**src/rtl/fifo_uart_pkg.sv**
```systemverilog
// Shared types and constants for the FIFO-to-UART drain stage.
package fifo_uart_pkg;

    typedef enum logic [2:0] {
        S_IDLE,
        S_REQ,
        S_LATCH,
        S_START,
        S_DATA,
        S_PARITY,
        S_STOP
    } state_t;

    localparam logic UART_IDLE_LVL    = 1'b1;
    localparam int   BITS_PER_BYTE    = 8;
    localparam int   CLKS_PER_BIT_DEF = 868;

endpackage

```
**src/rtl/uart_bit_timer.sv**
```systemverilog
// Bit-period timer: counts 0..CLKS_PER_BIT-1 and ticks on the terminal count.
// No latency beyond the counter register; clear restarts the period on the next edge.
module uart_bit_timer
    import fifo_uart_pkg::*;
#(
    parameter int CLKS_PER_BIT = CLKS_PER_BIT_DEF
) (
    input  logic clk,
    input  logic reset,
    input  logic clear,
    output logic tick
);

    localparam int              CNT_W    = (CLKS_PER_BIT > 1) ? $clog2(CLKS_PER_BIT) : 1;
    localparam logic [CNT_W-1:0] TERMINAL = CNT_W'(CLKS_PER_BIT - 1);

    logic [CNT_W-1:0] cnt;

    always_ff @(posedge clk or posedge reset) begin
        if (reset) begin
            cnt <= '0;
        end else if (clear || (cnt == TERMINAL)) begin
            cnt <= '0;
        end else begin
            cnt <= cnt + CNT_W'(1);
        end
    end

    assign tick = (cnt == TERMINAL);

endmodule

```
**src/rtl/fifo_uart_tx.sv**
```systemverilog
// Drains 16-bit FIFO words onto a UART line as two 8N1 (optionally even-parity) frames, low byte first.
// Word occupies 2 + 2*(10+PARITY_EN)*CLKS_PER_BIT cycles; the FIFO is only read from IDLE when tx_en is set.
module fifo_uart_tx
    import fifo_uart_pkg::*;
#(
    parameter int DATA_W       = 16,
    parameter int CLKS_PER_BIT = CLKS_PER_BIT_DEF,
    parameter bit PARITY_EN    = 1'b0
) (
    input  logic              clk,
    input  logic              reset,
    input  logic              tx_en,
    input  logic              fifo_empty,
    input  logic [DATA_W-1:0] fifo_data,
    output logic              fifo_r_en,
    output logic              tx,
    output logic              busy
);

    localparam logic [2:0] LAST_BIT = 3'(BITS_PER_BYTE - 1);

    state_t            state;
    state_t            next_state;
    logic              tick;
    logic              tx_d;
    logic              r_en_d;
    logic              par_bit;
    logic [DATA_W-1:0] word_q;
    logic              byte_sel;
    logic [2:0]        bit_idx;
    logic [7:0]        shreg;

    // Any state change restarts the bit period so every bit gets a full CLKS_PER_BIT.
    uart_bit_timer #(
        .CLKS_PER_BIT(CLKS_PER_BIT)
    ) u_bit_timer (
        .clk  (clk),
        .reset(reset),
        .clear(next_state != state),
        .tick (tick)
    );

    assign par_bit = ^(byte_sel ? word_q[DATA_W-1 -: 8] : word_q[7:0]);

    always_ff @(posedge clk or posedge reset) begin
        if (reset) begin
            state     <= S_IDLE;
            tx        <= UART_IDLE_LVL;
            busy      <= 1'b0;
            fifo_r_en <= 1'b0;
        end else begin
            state     <= next_state;
            tx        <= tx_d;
            busy      <= (next_state != S_IDLE);
            fifo_r_en <= r_en_d;
        end
    end

    // tx is registered from the next-state decision so the line changes with the state.
    always_comb begin
        next_state = state;
        tx_d       = tx;
        r_en_d     = 1'b0;
        case (state)
            S_IDLE: begin
                tx_d = UART_IDLE_LVL;
                if (tx_en && !fifo_empty) begin
                    next_state = S_REQ;
                    r_en_d     = 1'b1;
                end
            end
            S_REQ: begin
                next_state = S_LATCH;
            end
            S_LATCH: begin
                next_state = S_START;
                tx_d       = 1'b0;
            end
            S_START: begin
                if (tick) begin
                    next_state = S_DATA;
                    tx_d       = shreg[0];
                end
            end
            S_DATA: begin
                if (tick) begin
                    if (bit_idx == LAST_BIT) begin
                        if (PARITY_EN) begin
                            next_state = S_PARITY;
                            tx_d       = par_bit;
                        end else begin
                            next_state = S_STOP;
                            tx_d       = UART_IDLE_LVL;
                        end
                    end else begin
                        tx_d = shreg[1];
                    end
                end
            end
            S_PARITY: begin
                if (tick) begin
                    next_state = S_STOP;
                    tx_d       = UART_IDLE_LVL;
                end
            end
            S_STOP: begin
                if (tick) begin
                    if (!byte_sel) begin
                        next_state = S_START;
                        tx_d       = 1'b0;
                    end else begin
                        next_state = S_IDLE;
                        tx_d       = UART_IDLE_LVL;
                    end
                end
            end
            default: begin
                next_state = S_IDLE;
                tx_d       = UART_IDLE_LVL;
            end
        endcase
    end

    always_ff @(posedge clk or posedge reset) begin
        if (reset) begin
            word_q   <= '0;
            byte_sel <= 1'b0;
            bit_idx  <= '0;
            shreg    <= '0;
        end else begin
            case (state)
                S_LATCH: begin
                    word_q   <= fifo_data;
                    byte_sel <= 1'b0;
                    bit_idx  <= '0;
                    shreg    <= fifo_data[7:0];
                end
                S_DATA: begin
                    if (tick) begin
                        bit_idx <= (bit_idx == LAST_BIT) ? 3'd0 : bit_idx + 3'd1;
                        shreg   <= {1'b0, shreg[7:1]};
                    end
                end
                S_STOP: begin
                    if (tick && !byte_sel) begin
                        byte_sel <= 1'b1;
                        shreg    <= word_q[DATA_W-1 -: 8];
                    end
                end
                default: ;
            endcase
        end
    end

endmodule

```
**config.mk**
```make
export PLATFORM = sky130hd
export DESIGN_NAME = fifo_uart_tx
export DESIGN_NICKNAME = d
export VERILOG_FILES = /design/src/rtl/fifo_uart_pkg.sv /design/src/rtl/uart_bit_timer.sv /design/src/rtl/fifo_uart_tx.sv
export SDC_FILE = /design/constraint.sdc
export NUM_CORES = 1
export LEC_CHECK = 0
export CAP_MARGIN = 30
export CORE_MARGIN = 4
export CORE_UTILIZATION = 40
export DETAILED_ROUTE_END_ITERATION = 12
export PLACE_DENSITY = 0.7
export SYNTH_ARGS = -nofsm -noshare
export SYNTH_HDL_FRONTEND = slang
export SYNTH_SLANG_ARGS = --single-unit
```
**constraint.sdc**
```tcl
create_clock -name clk -period 2.55 [get_ports clk]
set_input_delay 0.3825 -clock clk [delete_from_list [all_inputs] [get_ports clk]]
set_output_delay 0.3825 -clock clk [all_outputs]
set_load 0.01 [all_outputs]
```
-- After elaboration in Yosys (flattened, before gate mapping)
Cells that the tools add are included.
- $add $sub $neg: 2
- $mul: 0
- div/mod/pow operators: 0
- magnitude comparators: 0
- equal/unequal tests: 14
- shift-type cells: 0
- muxes and demuxes: 26
- bitwise gates (word level): 1
- reduce and logical (&&, ||, !) cells: 14
- operator list (cell ; count):
    $mux W3 ; 8
    $pmux W8 S3 ; 1
    $pmux W3 S7 ; 1
    $mux W8 ; 2
    $eq A3 B3 Y1 const B ; 4
    $add A10 B1 Y10 const B ; 1
    $eq A10 B10 Y1 const B ; 1
    $mux W10 ; 1
    $ne A2 B2 Y1 const B ; 5
    $mux W1 ; 9
    $eq A3 B2 Y1 const B ; 2
    $pmux W1 S6 ; 1
    $pmux W3 S2 ; 1
    $reduce_bool A3 Y1 ; 2
    $reduce_and A5 Y1 ; 1
    $reduce_and A2 Y1 ; 2
    $reduce_bool A2 Y1 ; 2
    $add A3 B1 Y3 const B ; 1
    $eq A3 B1 Y1 const B ; 1
    $logic_not A3 Y1 ; 1
    $ne A3 B3 Y1 ; 1
    $reduce_and A3 Y1 ; 1
    $logic_and A1 B1 Y1 ; 2
    $logic_not A1 Y1 ; 2
    4 further kinds ; 4
- register bits after elaboration: 44
- latch bits: 0
- RAM bits: 0
- bits in read-only memories: 0
- input bits: 20
- output and inout bits: 3
- logic and storage cells: 66
- memories: 0

-- Longest topological paths before layout
- depth after elaboration: 7
- mapped depth: 6
- depth with buffers taken out: 5

-- Hierarchy
From an unflattened synthesis, not the netlist that was laid out.
- cells, all modules: 201
- area total of the unflattened synthesis: 2018.2 um^2
- modules (own cells, without submodules) (module ; times used ; cells an instance ; area an instance (um^2) ; seq. area each (um^2)):
    fifo_uart_tx ; 1 ; 144 ; 1448.9 ; 651.9
    uart_bit_timer ; 1 ; 57 ; 569.3 ; 250.2

-- Worst setup path before layout
Ideal clock, no wire load.
- kind: reg2reg
- from: reg u_bit_timer.cnt[0]
- to: reg bit_idx[0]
- library setup time: 0.092 ns
- arrival: 1.670 ns
- required time: 2.458 ns
- path slack: 0.788 ns
- stages on the path, launching flop included: 7
- path buffers: 1
- period minus slack after synthesis: 1.762 ns
- cell sequence: dfrtp_1 -> ha_1 -> and4bb_2 -> nand3_4 -> buf_6 -> or3_4 -> o31ai_2
- longest elaborated chain between the ends: 3
- ends and longest elaborated chain (item ; RTL line ; RTL):
    start: declaration ; uart_bit_timer.sv:17 ; logic [CNT_W-1:0] cnt;
    start signal: assignment ; uart_bit_timer.sv:25 ; cnt <= cnt + CNT_W'(1);
    $eq A10 B10 Y1 ; uart_bit_timer.sv:29 ; assign tick = (cnt == TERMINAL);
    $ne A2 B2 Y1 (no line) ; -- ;
    $reduce_and A2 Y1 (no line) ; -- ;
    end signal: assignment ; fifo_uart_tx.sv:140 ; bit_idx <= (bit_idx == LAST_BIT) ? 3'd0 : bit_idx + 3'd1;
    end: declaration ; fifo_uart_tx.sv:30 ; logic [2:0] bit_idx;
Every way passes these cells.
A chain may end at the register's enable or synchronous reset.

-- Final worst setup path
- from: reg u_bit_timer.cnt[0]
- to: reg shreg[7]
- longest elaborated chain between the ends: 4
- elaborated cells on any way between the ends: 5
- classes of those cells: eq/ne (3); reduce/logical (2)
- ends and longest elaborated chain (item ; RTL line ; RTL):
    $eq A10 B10 Y1 (*) ; uart_bit_timer.sv:29 ;
    $logic_and A1 B1 Y1 ; fifo_uart_tx.sv:145 ; if (tick && !byte_sel) begin
    $ne A2 B2 Y1 (no line) ; -- ;
    $reduce_and A3 Y1 (no line) (*) ; -- ;
    end signal: assignment ; fifo_uart_tx.sv:136 ; shreg <= fifo_data[7:0];
    end signal: assignment ; fifo_uart_tx.sv:141 ; shreg <= {1'b0, shreg[7:1]};
    end signal: assignment ; fifo_uart_tx.sv:147 ; shreg <= word_q[DATA_W-1 -: 8];
    end: declaration ; fifo_uart_tx.sv:31 ; logic [7:0] shreg;
Mark *: on every way between the ends. The rest lies on a longest branch, timed or not.

==> flow_summary_export.csv <==
group,metric,value,unit
worst_setup_path,crit_family,"simple AND/OR/NAND/NOR gates",
routing,wire_per_inst,12.3,um
sta,max_freq,0.500,GHz
grt,grt_overflow,0,
layout,area_delta_synth_final,20.4,%
synth,syn_avg_cell_area,9.52,um^2
layout,final_core_utilization,49.7,%
routing,drtIter0Drc,133,
clock_tree,ctsHtreeMaxLevel,2,
grt,grt_max_degree,22,
floorplan,die_area,0.00606,mm^2
worst_setup_path,slowest_stage,"o21ai_4",
power_and_ir_drop,power_leakage,1.08,nW
sta,relSlewSlack,55.4,%
worst_setup_path,worstPathRequired,2.71,ns
grt,grt_pass1_wl,6590,um
floorplan,dieWidth,77.8,um
synth,synth_edf_count,0,
clock_tree,root_buffer,"clkbuf_8",
sta,worstMarginPinSlew,0.666,ns
grt,grt_pass1_vias,1482,
clock_tree,cts_buffer_depth,2,
sta,finalMaxSlewViolations,0,
grt,grt_usage,13.5,%
sta,grt_setup_unrepaired,"no",
run_status,status,"finished, final reports clean",
clock_tree,cts_tree,"done",
placement,port_buffers,22,
grt,antenna_found_initial,0,
clock_tree,cts_hold_buf,0,
synth,netlist_area,0.00195,mm^2
layout,antenna_cells,0,
routing,firstDrtPassIters,4,
worst_setup_path,crit_chain,"ha_1 -> and4bb_2 -> nand3_4 -> o21ai_4 -> mux2_1",
clock_tree,clkSlewWorstSetupHoldPaths,0.07,ns
sta,finalSetupViolations,0,
synth,syn_inst,205,
worst_setup_path,arrival,2.16,ns
clock_tree,numCtsBuffers,5,
clock_tree,postCtsSetupBuffers,0,
sta,period_needed,2.00,ns
floorplan,placeableCoreArea,0.00472,mm^2
worst_setup_path,cp_max_fo,11,
power_and_ir_drop,total_power,0.00146,W
synth,ys_ff_latch,36,
synth,yosysMostFrequentCell,"dfrtp_1",
routing,vias,1489,
power_and_ir_drop,comb_power_share,19.3,%
worst_setup_path,cp-start-kind,"flop",
floorplan,die_h,77.8,um
power_and_ir_drop,p_clk_share,28.2,%
layout,final_nets,252,
power_and_ir_drop,p_sw_share,28.3,%
worst_setup_path,cp_num_buf_inv,0,
routing,wl_met1,1770,um
synth,synth_commonest_cells,"dfrtp_1, nand2_1, nor2_1, mux2i_1, inv_1",
synth,synth_flop_cell,"dfrtp_1",
routing,detail_route.wirelength,3660,um
power_and_ir_drop,power_density,624,mW/mm^2
worst_setup_path,cp-end-kind,"flop",
synth,synth_top_cell_area_share,44.9,%
min_path,holdCritPathClass,"reg -> reg",
sta,setup_slack,0.549,ns
power_and_ir_drop,power_switching,0.000415,W
synth,ys_seq_area_share,46.2,%
routing,met2_length,1610,um
sta,setup_tns,0,ns
power_and_ir_drop,pwr-share-seq,52.5,%
routing,ant_nets,0,
routing,viasPerCell,5.01,
placement,place.gp.congestion,0.770,
clock_tree,clk_latency,0.28,ns
sta,hold_viol_final,0,
sta,clock_skew,0.0101,ns
sta,whs,0.458,ns
worst_setup_path,crit_type,"reg -> reg",
placement,pre_cts_slack,0.562,ns
synth,yosys_warnings,0,
routing,wl_met3,172,um
placement,dp_hpwl,2550,um
synth,synth_top_area_cell,"dfrtp_1",
synth,synth_area_leaders,"dfrtp_1, mux2i_1, nand2_1, nor2_1, xor2_1",
sta,min_period_over_period,78.5,%
clock_tree,cts-resized-gates,0,
synth,synthesis.nets,228,
floorplan,num_io_pins,23,
routing,top_layer,"met4",
floorplan,row_count,25,
synth,synth_cell_types,46,
synth,synthArstFlopShare,100,%
layout,drive_gt1_share,8.70,%
job,drv_cap,0,
clock_tree,clock-sinks,36,
routing,drc,0,
power_and_ir_drop,intPower,0.00105,W
power_and_ir_drop,ir_drop,0.000305,V
worst_setup_path,max_stage_delay,0.39,ns
floorplan,start_util,41.3,%
-- worst reg2reg max path, stage by stage, from the launching register on --
cell and delay (ns):
dfrtp_1 0.37, ha_1 0.24, and4bb_2 0.34, nand3_4 0.18, o21ai_4 0.40, mux2_1 0.36
-- metal layers --
| metal | up-vias | GRT usage (%) |
|---|---|---|
| li1 | 748 | - |
| met1 | 695 | 17.9 |
| met2 | 36 | 20.6 |
| met3 | 10 | 2.67 |
| met4 | 0 | 7.30 |
| met5 | - | 0 |
-- power groups by stage --
stage	Clock [W]	Sequential, W	Combinational (W)
final	0.000413	0.000769	0.000283
after global routing	0.000455	0.000786	0.000329
after CTS	0.000430	0.000769	0.000287
after detailed placement	0	0.000779	0.000285
after global placement	0	0.000775	0.000278
after floorplan	0	0.000760	0.000212
-- layout make-up --
cell class,count,area (um^2)
inverter,14,52.6
clock inverter,1,7.51
fill,435,2370
sequential,36,902
tap,67,83.8
clock buffer,7,86.3
timing repair buffer,26,263
multi-input combinational,146,953
-- cell families after synthesis --
| kind of cell | count (synthesis) | share of synthesized area (%) |
|---|---|---|
| xor+xnor | 9 | 4.04 |
| simple gates | 82 | 21.0 |
| mux | 18 | 9.36 |
| compound gates | 34 | 12.6 |
| flops | 36 | 46.2 |
| buf+inv | 23 | 4.87 |
| fa+ha+maj | 3 | 1.92 |
-- final timing paths --
check,slack [ns],startpoint,endpoint,cells after the start
setup / recovery,0.55,u_bit_timer.cnt[0]$_DFF_PP0_,shreg[7]$_DFFE_PP0P_,5
hold / removal,0.46,u_bit_timer.cnt[0]$_DFF_PP0_,u_bit_timer.cnt[0]$_DFF_PP0_,1
setup reg to reg,0.55,u_bit_timer.cnt[0]$_DFF_PP0_,shreg[7]$_DFFE_PP0P_,5
hold reg to reg,0.46,u_bit_timer.cnt[0]$_DFF_PP0_,u_bit_timer.cnt[0]$_DFF_PP0_,1
max in group asynchronous,1.52,reset,shreg[7]$_DFFE_PP0P_,3
min in group asynchronous,0.49,reset,busy$_DFF_PP0_,2
-- sequential cells by signal (all words and copies together) (netlist names) --
name	count
shreg	8
busy	1
state	3
u_bit_timer.cnt	10
tx	1
fifo_r_en	1
word_q	8
bit_idx	3
byte_sel	1
-- per-stage QoR --
| stage | cells | cell area (um^2) |
|---|---|---|
| floorplan | 205 | 1950 |
| global placement | 289 | 2250 |
| detailed placement | 289 | 2250 |
| CTS | 297 | 2350 |
| global route | 297 | 2350 |
| finish | 297 | 2350 |
-- cells in the final DEF, fill, tap and decap left out, drive strengths merged, types with 4 or more instances in the layout --
master / instances
xor2: 8
mux2i: 16
nor2: 22
dfrtp: 35
and2: 4
clkbuf: 7
nand2: 32
inv: 14
buf: 4
a21oi: 10
nand3: 7
clkdlybuf4s50: 22
No activity file was read; power rests on OpenSTA's default activity.
